**config.mk**
```make
export PLATFORM = sky130hd
export DESIGN_NAME = traffic_phase_timer
export DESIGN_NICKNAME = d
export VERILOG_FILES = /design/src/rtl/traffic_pkg.sv /design/src/rtl/traffic_phase_timer_prescaler.sv /design/src/rtl/traffic_phase_timer.sv
export SDC_FILE = /design/constraint.sdc
export NUM_CORES = 1
export LEC_CHECK = 0
export ABC_AREA = 1
export CORE_MARGIN = 8
export CORE_UTILIZATION = 45
export CTS_CLUSTER_SIZE = 30
export DETAILED_ROUTE_END_ITERATION = 12
export GPL_ROUTABILITY_DRIVEN = 0
export MAX_ROUTING_LAYER = met4
export PLACE_DENSITY = 0.67
export SKIP_CTS_REPAIR_TIMING = 1
export SYNTH_ARGS = -nofsm -noshare
export SYNTH_HDL_FRONTEND = slang
export SYNTH_SLANG_ARGS = --single-unit
```
**constraint.sdc**
```tcl
create_clock -name clk -period 1.9 [get_ports clk]
set_input_delay 0.38 -clock clk [delete_from_list [all_inputs] [get_ports clk]]
set_output_delay 0.38 -clock clk [all_outputs]
set_load 0.05 [all_outputs]
```
**src/rtl/traffic_pkg.sv**
```systemverilog
// Shared phase/FSM types and phase duration lookup for the
// traffic phase timer.
package traffic_pkg;

  typedef enum logic [2:0] {
    MGREEN,
    SGREEN,
    YELLOW,
    ALLRED,
    PED,
    ILLEGAL
  } phase_t;

  typedef enum logic [1:0] {
    SETTLE,
    LOAD,
    COUNT,
    PULSE
  } tstate_t;

  // ILLEGAL falls back to the all-red time; zero is stretched to 1 s
  function automatic int phase_dur(
    input phase_t p,
    input int     t_mg,
    input int     t_sg,
    input int     t_y,
    input int     t_ar,
    input int     t_ped
  );
    int d;
    case (p)
      MGREEN:  d = t_mg;
      SGREEN:  d = t_sg;
      YELLOW:  d = t_y;
      PED:     d = t_ped;
      default: d = t_ar;
    endcase
    return (d < 1) ? 1 : d;
  endfunction

endpackage

```
**src/rtl/traffic_phase_timer_prescaler.sv**
```systemverilog
// One-second tick generator: counts 0..CLK_DIV-1, strobes on wrap,
// restarts from 0 on a synchronous clear.
module tick_prescaler #(
  parameter int CLK_DIV = 50_000_000
) (
  input  logic clk,
  input  logic reset,
  input  logic i_clr,
  output logic o_tick
);

  localparam int PW = (CLK_DIV > 2) ? $clog2(CLK_DIV) : 1;

  logic [PW-1:0] r_cnt;
  logic          w_wrap;

  assign w_wrap = (r_cnt == PW'(CLK_DIV - 1));
  assign o_tick = w_wrap;

  always_ff @(posedge clk) begin
    if (reset || i_clr) begin
      r_cnt <= '0;
    end else if (w_wrap) begin
      r_cnt <= '0;
    end else begin
      r_cnt <= r_cnt + PW'(1);
    end
  end

endmodule

```
**src/rtl/traffic_phase_timer.sv**
```systemverilog
// Phase timer for the traffic light controller; optional illegal-
// pattern fault handling is built in with `define PHASE_FAULT_EN.
module traffic_phase_timer
  import traffic_pkg::*;
#(
  parameter int CLK_DIV  = 50_000_000,
  parameter int T_MGREEN = 20,
  parameter int T_SGREEN = 10,
  parameter int T_YELLOW = 3,
  parameter int T_ALLRED = 1,
  parameter int T_PED    = 8,
  parameter int CNT_W    = 6
) (
  input  logic             clk,
  input  logic             reset,
  input  logic             MG,
  input  logic             MY,
  input  logic             MR,
  input  logic             SG,
  input  logic             SY,
  input  logic             SR,
  input  logic             pedLight,
  input  logic             newCycle,
  output logic             en,
  output logic             tick,
  output logic [CNT_W-1:0] remaining,
  output logic [7:0]       cycleCount,
  output logic             phaseFault
);

  logic [2:0]       r_main;
  logic [2:0]       r_side;
  logic             r_ped;
  logic             r_nc;
  logic [7:0]       r_cyc;
  logic [CNT_W-1:0] r_rem;
  phase_t           r_phase;
  tstate_t          r_state;

  phase_t           w_phase;
  tstate_t          w_state_nx;
  logic [CNT_W-1:0] w_dur;
  logic             w_tick;
  logic             w_clr;
  logic             w_reload;
  logic             w_load_ok;
  logic             w_fault;

  always_ff @(posedge clk) begin
    if (reset) begin
      r_main <= '0;
      r_side <= '0;
      r_ped  <= 1'b0;
    end else begin
      r_main <= {MG, MY, MR};
      r_side <= {SG, SY, SR};
      r_ped  <= pedLight;
    end
  end

  always_comb begin
    w_phase = ILLEGAL;
    case ({r_main, r_side})
      6'b100_001: w_phase = MGREEN;
      6'b010_001: w_phase = YELLOW;
      6'b001_001: w_phase = r_ped ? PED : ALLRED;
      6'b001_100: w_phase = SGREEN;
      6'b001_010: w_phase = YELLOW;
      default:    w_phase = ILLEGAL;
    endcase
  end

  assign w_dur = CNT_W'(phase_dur(w_phase, T_MGREEN,
    T_SGREEN, T_YELLOW, T_ALLRED, T_PED));

`ifdef PHASE_FAULT_EN
  logic r_ill_q;
  logic r_fault;

  always_ff @(posedge clk) begin
    if (reset) begin
      r_ill_q <= 1'b0;
      r_fault <= 1'b0;
    end else begin
      r_ill_q <= (w_phase == ILLEGAL);
      if ((w_phase == ILLEGAL) && r_ill_q) begin
        r_fault <= 1'b1;
      end
    end
  end

  assign w_fault   = r_fault;
  assign w_load_ok = (w_phase != ILLEGAL);
`else
  assign w_fault   = 1'b0;
  assign w_load_ok = 1'b1;
`endif

  tick_prescaler #(
    .CLK_DIV(CLK_DIV)
  ) u_presc (
    .clk   (clk),
    .reset (reset),
    .i_clr (w_clr),
    .o_tick(w_tick)
  );

  always_ff @(posedge clk) begin
    if (reset) begin
      r_state <= SETTLE;
    end else begin
      r_state <= w_state_nx;
    end
  end

  // A phase change mid-count reloads at once so the new time shows early
  always_comb begin
    w_state_nx = r_state;
    w_clr      = 1'b0;
    w_reload   = 1'b0;
    case (r_state)
      SETTLE: w_state_nx = LOAD;
      LOAD: begin
        if (w_load_ok) begin
          w_state_nx = COUNT;
          w_clr      = 1'b1;
          w_reload   = 1'b1;
        end
      end
      COUNT: begin
        if (w_phase != r_phase) begin
          w_state_nx = LOAD;
          w_clr      = 1'b1;
          w_reload   = w_load_ok;
        end else if (w_tick && (r_rem == CNT_W'(1))) begin
          w_state_nx = PULSE;
        end
      end
      PULSE:   w_state_nx = SETTLE;
      default: w_state_nx = SETTLE;
    endcase
  end

  always_ff @(posedge clk) begin
    if (reset) begin
      r_rem   <= '0;
      r_phase <= MGREEN;
    end else if (w_reload) begin
      r_rem   <= w_dur;
      r_phase <= w_phase;
    end else if ((r_state == COUNT) && (w_phase == r_phase)
                 && w_tick) begin
      r_rem <= r_rem - CNT_W'(1);
    end else if (r_state == PULSE) begin
      r_rem <= '0;
    end
  end

  always_ff @(posedge clk) begin
    if (reset) begin
      r_nc  <= 1'b0;
      r_cyc <= '0;
    end else begin
      r_nc <= newCycle;
      if (newCycle && !r_nc) begin
        r_cyc <= r_cyc + 8'd1;
      end
    end
  end

  assign en         = (r_state == PULSE) && !w_fault;
  assign tick       = w_tick;
  assign remaining  = w_fault ? '1 : r_rem;
  assign cycleCount = r_cyc;
  assign phaseFault = w_fault;

endmodule

```
# After elaboration in Yosys (flattened, before gate mapping)
# Cells that the tools add are included.
word_totals:
  reg_bits: 53
  elab_cells: 52
  inputBits: 10
  output_inout_bits: 17
op_classes:
  eq_ne: 16
  n_reduce_logical: 11
  n_mux: 12
  n_addsub: 3
  n_lt_le_gt_ge: 1
op_table:
  columns: ["op", "n"]
  rows:
  - ["less-than comparator 32 x 2 -> 1 bit, second input constant", 1]
  - ["adder 26 x 1 -> 26 bit, second input constant", 1]
  - ["equality test 26 bit, second input constant", 1]
  - ["two-way mux 6 bit", 4]
  - ["case mux 5 bit (4 select lines)", 1]
  - ["equality test 6 x 4 -> 1 bit, second input constant", 3]
  - ["case mux 3 bit (4 select lines)", 1]
  - ["adder 8 x 1 -> 8 bit, second input constant", 1]
  - ["case mux 2 bit (4 select lines)", 1]
  - ["equality test 6 x 1 -> 1 bit, second input constant", 1]
  - ["equality test 6 x 5 -> 1 bit, second input constant", 1]
  - ["equality test 6 bit, second input constant", 1]
  - ["subtractor 6 x 1 -> 6 bit, second input constant", 1]
  - ["equality test 2 bit, second input constant", 2]
  - ["logical AND 1 bit", 4]
  - ["two-way mux 2 bit", 2]
  - ["OR reduction 2 bit", 2]
  - ["equality test 3 x 1 -> 1 bit, second input constant", 1]
  - ["equality test 3 x 2 -> 1 bit, second input constant", 1]
  - ["equality test 3 bit", 1]
  - ["equality test 3 bit, second input constant", 1]
  - ["logical NOT 3 bit", 1]
  - ["two-way mux 3 bit", 1]
  - ["inequality test 3 bit", 1]
  - ["other kinds (8)", 8]

# Logic depth before layout (Yosys ltp)
logic_depth:
  word_depth: 8
  ltp_mapped: 17
  depth_no_buf: 17

# Modules after synthesis
# From an unflattened synthesis, not the netlist that was laid out.
hier_totals:
  cells_unflattened: 449
  area_unflattened_um2: 3037.9
modules_own_cells:
  columns: ["module", "seq_area_each_um2", "area_per_inst_um2", "cells_each", "n_inst"]
  rows:
  - ["traffic_phase_timer", 540.5, 1584.0, 229, 1]
  - ["tick_prescaler", 520.5, 1453.9, 220, 1]

# Worst setup path after synthesis
# No wires, ideal clock.
synth_timing:
  path_kind: "reg2reg"
  start: "register u_presc.r_cnt[0]"
  end: "register r_rem[5] (netlist: remaining[5])"
  required_ns: 1.830
  stages_incl_launch_ff: 10
  arrival_ns: 2.221
  slack_ns: -0.391
  path_cell_list: "dfxtp_1 -> ha_1 -> nand3_1 -> nor2_2 -> nand2_2 -> nor4_4 -> inv_2 -> nor3_1 -> nand3_1 -> a21oi_1"
synth_via:
  elab_chain_cells: 4
synth_rtl:
  columns: ["element", "line", "source"]
  rows:
  - ["start: declaration", "traffic_phase_timer_prescaler.sv:14", "logic [PW-1:0] r_cnt;"]
  - ["start signal: assignment", "traffic_phase_timer_prescaler.sv:26", "r_cnt <= r_cnt + PW'(1);"]
  - ["equality test 26 bit (*)", "traffic_phase_timer_prescaler.sv:17", "assign w_wrap = (r_cnt == PW'(CLK_DIV - 1));"]
  - ["net tick", "traffic_phase_timer.sv:25", "output logic tick,"]
  - ["logical AND 1 bit (*)", "traffic_phase_timer.sv:152", "&& w_tick) begin"]
  - ["two-way mux 6 bit", "traffic_phase_timer.sv:151", "end else if ((r_state == COUNT) && (w_phase == r_phase)"]
  - ["two-way mux 6 bit", "traffic_phase_timer.sv:148", "end else if (w_reload) begin"]
  - ["end signal: assignment", "traffic_phase_timer.sv:149", "r_rem <= w_dur;"]
  - ["end signal: assignment", "traffic_phase_timer.sv:153", "r_rem <= r_rem - CNT_W'(1);"]
  - ["end: declaration", "traffic_phase_timer.sv:36", "logic [CNT_W-1:0] r_rem;"]
# The timed path passes the listed nets; every way through them passes the cells marked *.
# A chain may end at the register's enable or synchronous reset.

# Worst setup path in the final report
layout_timing:
  start: "register r_side[0]"
  end: "register r_phase[1]"
layout_via:
  elab_chain_cells: 6
layout_rtl:
  columns: ["element", "line", "source"]
  rows:
  - ["start: declaration", "traffic_phase_timer.sv:32", "logic [2:0] r_side;"]
  - ["start signal: assignment", "traffic_phase_timer.sv:56", "r_side <= {SG, SY, SR};"]
  - ["equality test 6 x 4 -> 1 bit or equality test 6 x 5 -> 1 bit (tied branches)", "traffic_phase_timer.sv:63", "case ({r_main, r_side})"]
  - ["OR reduction 2 bit (no line)", null, null]
  - ["case mux 3 bit (4 select lines) (*)", "traffic_phase_timer.sv:63", null]
  - ["inequality test 3 bit", "traffic_phase_timer.sv:131", "if (w_phase != r_phase) begin"]
  - ["two-way mux 1 bit", "traffic_phase_timer.sv:131", null]
  - ["case mux 1 bit (2 select lines)", "traffic_phase_timer.sv:121", "case (r_state)"]
  - ["end signal: assignment", "traffic_phase_timer.sv:150", "r_phase <= w_phase;"]
  - ["end: declaration", "traffic_phase_timer.sv:37", "phase_t r_phase;"]
# Every way passes the cells marked *; elsewhere a longest branch is shown, timed or not.

==> impl_metrics.env <==
export IMPL_arrival_ps=2200
export IMPL_yosysTopAreaCell="dfxtp_1"
export IMPL_path_buf_inv=3
export IMPL_htree_num_levels=2
export IMPL_setup_viol=36
export IMPL_slowest_stage="dfxtp_2"
export IMPL_dieHeight_um=98.3
export IMPL_tritoncts="built"
export IMPL_grt_setup_unrepaired="yes"
export IMPL_status="complete, but fails checks"
export IMPL_clock_latency_ps=300
export IMPL_synth_fp_nets=437
export IMPL_final_nets=500
export IMPL_nFillCells=583
export IMPL_crit_top_cell="nand2_4"
export IMPL_cts_made_buffers=5
export IMPL_areaGrowthSynthToFinish_pct=36.4
export IMPL_grt_usage=0.137
export IMPL_final_util=0.622
export IMPL_intPower_mw=1.68
export IMPL_tightest_slew_ps=502
export IMPL_fmax_mhz=497
export IMPL_hpwl_mm=4.92
export IMPL_critPathLaunchType="flip-flop"
export IMPL_p_leak_nw=1.73
export IMPL_cts_sinks=53
export IMPL_synth_top_cell_area_share=0.348
export IMPL_finalCritPeriodShare=1.06
export IMPL_path_max_fanout=7
export IMPL_ir_worst_vdd_mv=0.422
export IMPL_required_ps=2090
export IMPL_cellPowerDensity_nw_per_um2=597
export IMPL_drc=0
export IMPL_worstSetupPathType="reg2reg"
export IMPL_ys_seq_elements=53
export IMPL_pwr_share_seq=0.489
export IMPL_pwr_share_comb=0.262
export IMPL_fin_crit_ps=2010
export IMPL_hold_violations=0
export IMPL_finalMaxSlewViolations=0
export IMPL_grt_overflow_total=0
export IMPL_syn_cell_area_sq_um=3050
export IMPL_die_area_sq_um=9660
export IMPL_num_antenna_cells=0
export IMPL_power_frac_clock=0.249
export IMPL_first_global_vias=2650
export IMPL_grt_pass1_wl_mm=10.9
export IMPL_slowest_delay_ps=360
export IMPL_finalClockSkew_ps=7.90
export IMPL_first_pass_iters=4
export IMPL_rows=30
export IMPL_crit_chain="inv_2 > nor2_4 > nand3_4 > nand2_4 > inv_2 > nand2_4 > nand2_4 > nand2_2 > nand2_2 > nand3_4 > nand2_4 > nand2_8 > nand2_8 > buf_4 > o21ai_2 > a21oi_1"
export IMPL_slew_headroom=0.665
export IMPL_grt_max_degree=16
export IMPL_pre_cts_ws_ps=-74.5
export IMPL_syn_area_per_cell_sq_um=7.27
export IMPL_drive_gt1_frac=0.393
export IMPL_end_kind="flip-flop"
export IMPL_fin_area_sq_um=4160
export IMPL_clkSlewWorstSetupHoldPaths_ps=90
export IMPL_port_buffers=25
export IMPL_p_sw_frac=0.324
export IMPL_root_buffer="clkbuf_8"
export IMPL_dp_cells=543
export IMPL_finalSetupTns_ps=-3080
export IMPL_most_common_layout_cells="67 x inv_1, 51 x nand2_1, 42 x nor2_1, 42 x buf_4, 38 x dfxtp_1"
export IMPL_drt_antenna_violating_nets=0
export IMPL_viasPerCell=5.04
export IMPL_drt_iter0_drc=102
export IMPL_grt_antenna_before_repair=0
export IMPL_wl_per_cell_um=12.8
export IMPL_synth_area_top_cells="dfxtp_1 35%, inv_1 9.1%, nand2_1 7.6%"
export IMPL_crit_family="simple AND/OR/NAND/NOR gates"
export IMPL_seq_area_frac_synth=0.348
export IMPL_coreArea_sq_um=6680
export IMPL_violations="negative setup slack"
export IMPL_clk_path_buf_depth=2
export IMPL_ios=27
export IMPL_postPlaceCellArea_sq_um=3580
export IMPL_synth_distinct_cells=39
export IMPL_start_util=0.456
export IMPL_min_delay_path_class="reg2reg"
export IMPL_postLayoutSetupSlackWorst_ps=-113
export IMPL_num_vias=2836
export IMPL_die_w_um=98.3
export IMPL_maxCapViolCount=0
export IMPL_p_switching_uw=805
export IMPL_wl_mm=7.20
export IMPL_ys_warn_count=0
export IMPL_synthCells=419
export IMPL_final_common_cell="inv_1"
export IMPL_stdcell_count=563
==> state kept, by name, indices dropped and copies added (netlist names) <==
register and count:
u_presc.r_cnt 26, cycleCount 8, remaining 6, r_main 3, r_phase 3, r_side 3
r_state 2, r_nc 1, r_ped 1
==> per-stage QoR <==
stage	hold WS, ps	total power [mW]
after floorplan	425	1.61
after global placement	434	1.73
after detailed placement	436	1.74
after CTS	451	2.35
after global routing	525	2.62
final	494	2.48
==> power groups by stage <==
stage	Combinational [mW]	Clock, mW	Sequential, mW
6_report	0.651	0.618	1.21
5_1_grt	0.709	0.691	1.22
4_1_cts	0.503	0.640	1.21
3_5_place_dp	0.500	0	1.24
3_3_place_gp	0.492	0	1.23
2_1_floorplan	0.316	0	1.29
==> area by class of cell <==
class / count / area, sq um / share of cell area
multi-input combinational: 284 / 2040 / 0.490
clock buffer: 8 / 80.1 / 0.0193
timing repair buffer: 62 / 564 / 0.136
sequential: 53 / 1090 / 0.262
inverter: 76 / 288 / 0.0692
tap: 80 / 100 / 0.0241
==> worst register-to-register path, stage by stage (launching register included) <==
cell and delay (ps):
dfxtp_2 360, inv_2 50, nor2_4 170, nand3_4 150, nand2_4 110, inv_2 50
nand2_4 100, nand2_4 70, nand2_2 80, nand2_2 70, nand3_4 80, nand2_4 70
nand2_8 110, nand2_8 80, buf_4 160, o21ai_2 120, a21oi_1 80
==> synth_stat cells <==
library cell and count:
a21oi_1 12, a21oi_2 4, a31oi_1 3, buf_4 1, buf_6 3, clkbuf_1 3, conb_1 1, dfxtp_1 53
ha_1 8, inv_1 74, inv_2 2, nand2_1 62, nand2_2 7, nand2_4 2, nand2_8 1, nand3_1 28
nand3_2 7, nand3_4 1, nand3b_1 1, nand4_1 6, nand4_2 1, nor2_1 53, nor2_2 21, nor2_4 4
nor3_1 15, nor3_2 1, nor3_4 3, nor3b_1 1, nor3b_2 1, nor4_1 6, nor4_2 1, nor4_4 1
o21a_1 1, o21ai_0 12, o21ai_1 1, o21bai_1 1, or2_2 1, xnor2_1 3, xor2_1 13
==> logic make-up (layout without fill, tap and decap cells) <==
logic type	count (synthesis)	after routing	synth area share
flip-flops	53	53	0.348
XOR/XNOR	16	16	0.0460
AO/OA/AOI/OAI	34	34	0.0636
other	1	1	0.00123
AND/OR/NAND/NOR	224	225	0.397
buffers and inverters	83	146	0.111
adder cells (fa/ha/maj)	8	8	0.0328
==> path summary, 6_finish.rpt <==
check,startpoint,to,slack (ps),cells past startpoint
setup reg to reg,r_side[0]$_SDFF_PP0_,r_phase[1]$_SDFFE_PP0N_,-110,16
hold reg to reg,u_presc.r_cnt[25]$_SDFF_PP0_,u_presc.r_cnt[25]$_SDFF_PP0_,490,2
setup / recovery,r_side[0]$_SDFF_PP0_,r_phase[1]$_SDFFE_PP0N_,-110,16
hold / removal,u_presc.r_cnt[25]$_SDFF_PP0_,u_presc.r_cnt[25]$_SDFF_PP0_,490,2
==> per-layer routing <==
layer	vias to the layer above	track usage	wire length, um
li1	1443	-	-
met5	-	-	0
met3	20	0.0270	231
met2	58	0.239	3700
met1	1315	0.155	3110
met4	0	0.0366	153
Power figures use the tool's default switching activity.
